File: config.mk
export PLATFORM = sky130hd
export DESIGN_NAME = dmem_arbiter
export DESIGN_NICKNAME = d
export VERILOG_FILES = /design/src/rtl/dmem_arbiter.sv
export SDC_FILE = /design/constraint.sdc
export NUM_CORES = 1
export LEC_CHECK = 0
export ABC_AREA = 1
export BUFFER_PORTS_ARGS = -buffer_cell sky130_fd_sc_hd__buf_2
export CAP_MARGIN = 20
export CELL_PAD_IN_SITES_DETAIL_PLACEMENT = 0
export CELL_PAD_IN_SITES_GLOBAL_PLACEMENT = 1
export CORE_MARGIN = 4
export CORE_UTILIZATION = 18
export CTS_CLUSTER_DIAMETER = 80
export DETAILED_ROUTE_END_ITERATION = 12
export HOLD_SLACK_MARGIN = 0.02
export PLACE_DENSITY_LB_ADDON = 0.1
export SLEW_MARGIN = 20
export SYNTH_ARGS = -nofsm -noshare
export SYNTH_HDL_FRONTEND = slang
export SYNTH_SLANG_ARGS = --single-unit
File: constraint.sdc
create_clock -name clk -period 2 [get_ports clk]
set_clock_uncertainty 0.15 [all_clocks]
set_input_delay 0.4 -clock clk [delete_from_list [all_inputs] [get_ports clk]]
set_output_delay 0.4 -clock clk [all_outputs]
set_load 0.005 [all_outputs]
File: src/rtl/dmem_arbiter.sv
// Single-port data memory arbiter: pipeline MEM stage has priority, the aux master is
// protected by a starvation counter and may lock the memory for bounded bursts.
module dmem_arbiter #(
    parameter int unsigned STARVE_LIMIT = 4,
    parameter int unsigned LOCK_MAX     = 16,
    parameter int unsigned ADDR_W       = 10
) (
    input  logic        clk,
    input  logic        rst_n,
    input  logic        pipe_req,
    input  logic        pipe_we,
    input  logic [31:0] pipe_addr,
    input  logic [31:0] pipe_wdata,
    output logic        pipe_stall,
    output logic        pipe_rvalid,
    output logic [31:0] pipe_rdata,
    output logic        pipe_err,
    input  logic        aux_req,
    input  logic        aux_we,
    input  logic [31:0] aux_addr,
    input  logic [31:0] aux_wdata,
    input  logic        aux_lock,
    output logic        aux_gnt,
    output logic        aux_rvalid,
    output logic [31:0] aux_rdata,
    output logic        aux_err,
    output logic [31:0] mem_addr,
    output logic [31:0] mem_wdata,
    output logic        mem_write,
    output logic        mem_read,
    input  logic [31:0] mem_rdata
);

    typedef enum logic {ARB, LOCK} state_e;

    localparam logic [7:0] STARVE8   = 8'(STARVE_LIMIT);
    localparam logic [8:0] LOCK_MAX9 = 9'(LOCK_MAX);

    state_e     state_q;
    logic [7:0] starve_q;
    logic [7:0] lock_q;
    logic       rd_pipe_q, rd_aux_q, err_pipe_q, err_aux_q;

    logic pipe_win, aux_win, any_win, win_we, win_bad;
    logic pipe_bad, aux_bad;

    assign pipe_bad = (pipe_addr[1:0] != '0) || (pipe_addr[31:ADDR_W+2] != '0);
    assign aux_bad  = (aux_addr[1:0]  != '0) || (aux_addr[31:ADDR_W+2]  != '0);

    // Grants are gated by rst_n so every output collapses to 0 while reset is held.
    always_comb begin
        aux_win  = rst_n && aux_req &&
                   (state_q == LOCK || !pipe_req || starve_q == STARVE8);
        pipe_win = rst_n && pipe_req && !aux_win;
        any_win  = aux_win || pipe_win;
        win_we   = aux_win ? aux_we  : (pipe_win && pipe_we);
        win_bad  = aux_win ? aux_bad : (pipe_win && pipe_bad);
    end

    always_comb begin
        mem_addr  = '0;
        mem_wdata = '0;
        if (aux_win) begin
            mem_addr  = aux_addr;
            mem_wdata = aux_wdata;
        end else if (pipe_win) begin
            mem_addr  = pipe_addr;
            mem_wdata = pipe_wdata;
        end
        mem_write  = any_win && win_we && !win_bad;
        mem_read   = any_win && !win_we && !win_bad;
        pipe_stall = rst_n && pipe_req && !pipe_win;
        aux_gnt    = aux_win;
    end

    always_comb begin
        pipe_rvalid = rd_pipe_q || err_pipe_q;
        pipe_err    = err_pipe_q;
        pipe_rdata  = rd_pipe_q ? mem_rdata : '0;
        aux_rvalid  = rd_aux_q || err_aux_q;
        aux_err     = err_aux_q;
        aux_rdata   = rd_aux_q ? mem_rdata : '0;
    end

    always_ff @(posedge clk or negedge rst_n) begin
        if (!rst_n) begin
            rd_pipe_q  <= 1'b0;
            rd_aux_q   <= 1'b0;
            err_pipe_q <= 1'b0;
            err_aux_q  <= 1'b0;
        end else begin
            rd_pipe_q  <= pipe_win && !pipe_we && !pipe_bad;
            rd_aux_q   <= aux_win && !aux_we && !aux_bad;
            err_pipe_q <= pipe_win && pipe_bad;
            err_aux_q  <= aux_win && aux_bad;
        end
    end

    always_ff @(posedge clk or negedge rst_n) begin
        if (!rst_n) begin
            starve_q <= '0;
        end else if (!aux_req || aux_win) begin
            starve_q <= '0;
        end else if (pipe_win && starve_q != '1) begin
            starve_q <= starve_q + 8'd1;
        end
    end

    // lock_q counts aux grants in the current burst; the burst ends on the grant that reaches LOCK_MAX.
    always_ff @(posedge clk or negedge rst_n) begin
        if (!rst_n) begin
            state_q <= ARB;
            lock_q  <= '0;
        end else begin
            case (state_q)
                ARB: begin
                    if (aux_win && aux_lock && LOCK_MAX > 1) begin
                        state_q <= LOCK;
                        lock_q  <= 8'd1;
                    end
                end
                LOCK: begin
                    if (!aux_lock) begin
                        state_q <= ARB;
                        lock_q  <= '0;
                    end else if (aux_win) begin
                        if ({1'b0, lock_q} + 9'd1 == LOCK_MAX9) begin
                            state_q <= ARB;
                            lock_q  <= '0;
                        end else begin
                            lock_q <= lock_q + 8'd1;
                        end
                    end
                end
                default: begin
                    state_q <= ARB;
                    lock_q  <= '0;
                end
            endcase
        end
    end

endmodule

# After elaboration in Yosys (flattened, before gate mapping)

Index checks and enable logic that the tools add are counted.

Register bits after elaboration: 21
Input bits: 167
Output and inout bits: 136
Word-level logic and storage cells: 78

Add/subtract/negate cells: 3
Eq/ne operators: 5
Multiplexer cells: 20
Bitwise gates (word level): 1
Reduce and logical (&&, ||, !) cells: 42

Operator list:

| cell                  | count |
|---|---|
| $mux W32              | 6 |
| $mux W8               | 6 |
| $reduce_bool A20 Y1   | 2 |
| $logic_and A1 B1 Y1   | 18 |
| $add A8 B1 Y8 const B | 2 |
| $pmux W8 S2           | 1 |
| $logic_not A1 Y1      | 10 |
| $add A8 B1 Y9 const B | 1 |
| $eq A9 B5 Y1 const B  | 1 |
| $eq A8 B3 Y1 const B  | 1 |
| $logic_or A1 B1 Y1    | 8 |
| $ne A8 B8 Y1 const B  | 1 |
| $mux W1               | 6 |
| $reduce_bool A2 Y1    | 3 |
| $ne A3 B2 Y1 const B  | 1 |
| $ne A2 B2 Y1 const B  | 1 |
| $pmux W1 S2           | 1 |
| $reduce_and A2 Y1     | 1 |
| $not A1 Y1            | 1 |

# Longest topological paths before layout

Depth after elaboration: 11
Depth in mapped cells: 11
Mapped depth without buffers: 11

# Worst setup path before layout

OpenSTA, ideal clock, no wires.

Path kind: reg-to-output
From: register starve_q[0]
To: output mem_addr[0]
Arrival: 1.426 ns
Data required time: 1.450 ns
Path slack: 0.024 ns
Stages on the path, launching flop included: 9
Path buffers: 2
Cell sequence: dfrtp_1 inv_1 ha_1 nand3_1 o21ai_1 nand2_2 buf_6 buf_2 o22ai_1

Word-level cells in the longest chain between the ends: 7

RTL lines:

| element                 | line | text |
|---|---|---|
| start, declared         | 40   | `logic [7:0] starve_q;` |
| start signal, assigned  | 105  | `starve_q <= starve_q + 8'd1;` |
| $eq A8 B3 Y1 (*)        | 53   | `(state_q == LOCK \|\| !pipe_req \|\| starve_q == STARVE8);` |
| $logic_or A1 B1 Y1 (*)  | 53   |  |
| $logic_and A1 B1 Y1 (*) | 52   | `aux_win = rst_n && aux_req &&` |
| $logic_not A1 Y1        | 54   | `pipe_win = rst_n && pipe_req && !aux_win;` |
| $logic_and A1 B1 Y1     | 54   |  |
| $mux W32                | 66   | `end else if (pipe_win) begin` |
| $mux W32 (*)            | 63   | `if (aux_win) begin` |
| end, declared           | 27   | `output logic [31:0] mem_addr,` |

Every way passes the cells marked *; elsewhere a longest branch is shown, timed or not.

# Worst setup path after layout

From: register starve_q[0]
To: output mem_addr[17]

The elaborated chain is that of the path after synthesis.

==> out/metrics.cfg <==
[pwr]
ir_drop_mv = 0.237
clkPwrFrac_pct = 26.7
p_comb_share_pct = 45.2
power.switching_mw = 0.549
leakage_nw = 3.67
p_sw_share_pct = 33.5
seq_power_share_pct = 28.0
p_int_mw = 1.09
pwr_density_cell_nw_per_um2 = 312

[yosys]
synth_nets = 713
synth_warnings = 0
synthArstFlopShare_pct = 100
ys_seq_area_share_pct = 18.4
yosys-top-cells-area = nand2_1, dfrtp_1, inv_1
synthMuxAreaShare_pct = 0
synthTopCellsByCount = nand2_1, inv_1, nand3_1, dfrtp_1, nor2_1
synth-xor-area-share_pct = 1.84
ys.flop_type = dfrtp_1
synth_top_family_by_area = simple AND/OR/NAND/NOR gates
syn_area_per_cell_um2 = 5.26
syn_inst = 542
synth-simple-area-share_pct = 48.4
synth_adder_area_share_pct = 1.75
yosysMostFrequentCell = nand2_1
netlist_area_um2 = 2850
synth_area_leader_cell = nand2_1
synth_top_area_share_pct = 27.4
synthDistinctLibCells = 31
synth-edff-count = 0
ys_seq_elements = 21
synth_compound_area_share_pct = 7.94

[worst_setup_path]
crit_path_start = starve_q[0]
critPathKind = reg2out
reg2reg_to = lock_q[4]
crit_arrival_ps = 1780
reg2reg_depth = 12
cp.required_ps = 1450
endpoint = mem_addr[17]
crit_path_start_kind = flip-flop
path_max_fanout = 6
worstReg2RegStart = starve_q[0]
endpoint_kind = output pin
ff2ff_setup_slack_ps = 50

[hold_path]
hp-class = in2async

[floorplan]
initial_core_util_pct = 18.6
core_area_um2 = 15400
ioPinCount = 303
die_y_um = 134
die_x_um = 134
die_area_um2 = 17900
std_cell_rows = 45

[clocking]
cts_buffers = 3
cts_root_buf = clkbuf_16
cts_tree = built
clock_sinks = 21
cts_max_level = 1
insertion_delay_ps = 260
clock_path_buffers = 2
clk_pin_slew_worst_paths_ps = 60

[sta]
period_minus_slack_ps = 2330
hold_slack_ps = 39.9
tightestPinTransition_ps = 313
maxSlewViolCount = 0
max_slew_margin_pct = 79.1
rsz0062_at_grt = true
post-route-period-util_pct = 117
setup_slack_ps = -334
setup_viol = 68
max_clock_freq_mhz = 428
hold_viol = 0

[routing]
top_layer = met4
routedWlPerCell_um = 13.3
dr_wl_met2_mm = 7.30
drt_drc_violations_left = 0
viasPerCell = 4.12
first_pass_iters = 4
vias = 4446
drt-total-wl_mm = 14.4
wl_met1_mm = 5.38
met3_length_mm = 1.61
first_iter_violations = 168
final_antenna_net_count = 0

[placement]
place_hpwl_mm = 12.0
place_ws_ps = -163
place_area_um2 = 4840
gp_congestion = 0.858
io_buffers = 302

[final_layout]
layout.nets = 1041
final_area_um2 = 5250
antenna_cells = 0
area_growth_pct = 83.9
drive_gt1_share_pct = 45.6

[outcome]
violations = negative setup slack
run_status = finished with violations

[global_routing]
first_global_vias = 4149
grt_overflow = 0
antenna_found_initial = 0
grt_pass1_wl_mm = 21.5
grt_usage_pct = 14.6
grt_max_degree = 42

[flow_run]
maxCapViolCount = 0

[power by group through the flow]
stage	Combinational, mW	Sequential [mW]	Clock, mW
3_5_place_dp	0.659	0.466	0
6_report	0.740	0.459	0.437
3_3_place_gp	0.670	0.465	0
4_1_cts	0.733	0.459	0.452
5_1_grt	0.817	0.461	0.467
2_1_floorplan	0.257	0.465	0
[cell families (layout without fill, tap and decap cells)]
kind of cell | count (synthesis) | count (layout)
AOI/OAI and AO/OA | 39 | 39
xor gates and xnor gates | 6 | 6
adders and majority gates | 4 | 4
buffers and inverters | 149 | 476
DFF | 21 | 21
and+or+nand+nor | 323 | 323
[worst min path at each step]
stage	to	from	cells past startpoint
finish	lock_q[5]	rst_n	2
global route	lock_q[5]	rst_n	2
CTS	lock_q[5]	rst_n	2
detailed placement	state_q	rst_n	2
global placement	state_q	rst_n	2
floorplan	aux_err	rst_n	0
[sequential cells by signal, summed over array words and instances (netlist names)]
signal     flops
pipe_err       1
starve_q       8
state_q        1
lock_q         8
rd_aux_q       1
aux_err        1
rd_pipe_q      1
[placed cells by master (no fill, tap or decap), types with 2 or more instances in the layout]
cell,count
inv_2,3
nor3_1,7
buf_2,301
nand4_1,10
o22ai_1,7
inv_1,115
ha_1,3
dfrtp_1,21
a21oi_1,2
nor2_1,20
o31ai_1,2
buf_6,3
o21ai_2,3
buf_8,2
nand2_4,7
buf_12,8
o21ai_1,14
xor2_1,5
nand3_2,6
nand2_1,203
buf_4,37
nand3_1,59
o22ai_4,2
clkbuf_16,3
nand3_4,3
or2_2,2
o22ai_2,5
nor3_2,3
[repair_timing]
action	4_1_cts	5_1_grt
pin swaps	9	10
gates resized for setup	31	19
setup endpoints to repair	74	84
setup buffers	9	0
hold buffers	1	0
hold endpoints to repair	3	0
cloned	1	0
[worst max-delay path, stage by stage, from the launching register on]
cell and delay, ps:
dfrtp_1 390, inv_2 80, ha_4 130, nand3_2 50, o21ai_2 180, nand2_4 120, buf_8 160, buf_12 130
o22ai_4 140, buf_2 150
[through the flow]
| stage | cells | power, mW | setup TNS, ps | utilization (%) |
|---|---|---|---|---|
| final | 1080 | 1.64 | -17640 | 34.1 |
| after floorplan | 542 | 0.722 | 0 | - |
| after global routing | 1080 | 1.75 | -24420 | 34.1 |
| after global placement | 1066 | 1.13 | -4750 | 31.5 |
| after CTS | 1081 | 1.64 | -18550 | 33.7 |
| after detailed placement | 1066 | 1.12 | -6170 | 31.5 |
[final cells by class]
type                            count  area, um^2
Clock buffer                        3        75.1
Clock inverter                      1        5.00
Fill cell                        1715       10100
Inverter                          120         458
Multi-Input combinational cell    372        1900
Sequential cell                    21         526
Tap cell                          211         264
Timing Repair Buffer              352        2020
[per-layer routing]
metal / vias up / GRT usage, %
met5: - / 0
met3: 7 / 4.65
met1: 1933 / 16.6
met2: 208 / 27.1
met4: 0 / 2.11
li1: 2298 / -
Power figures use the tool's default switching activity.
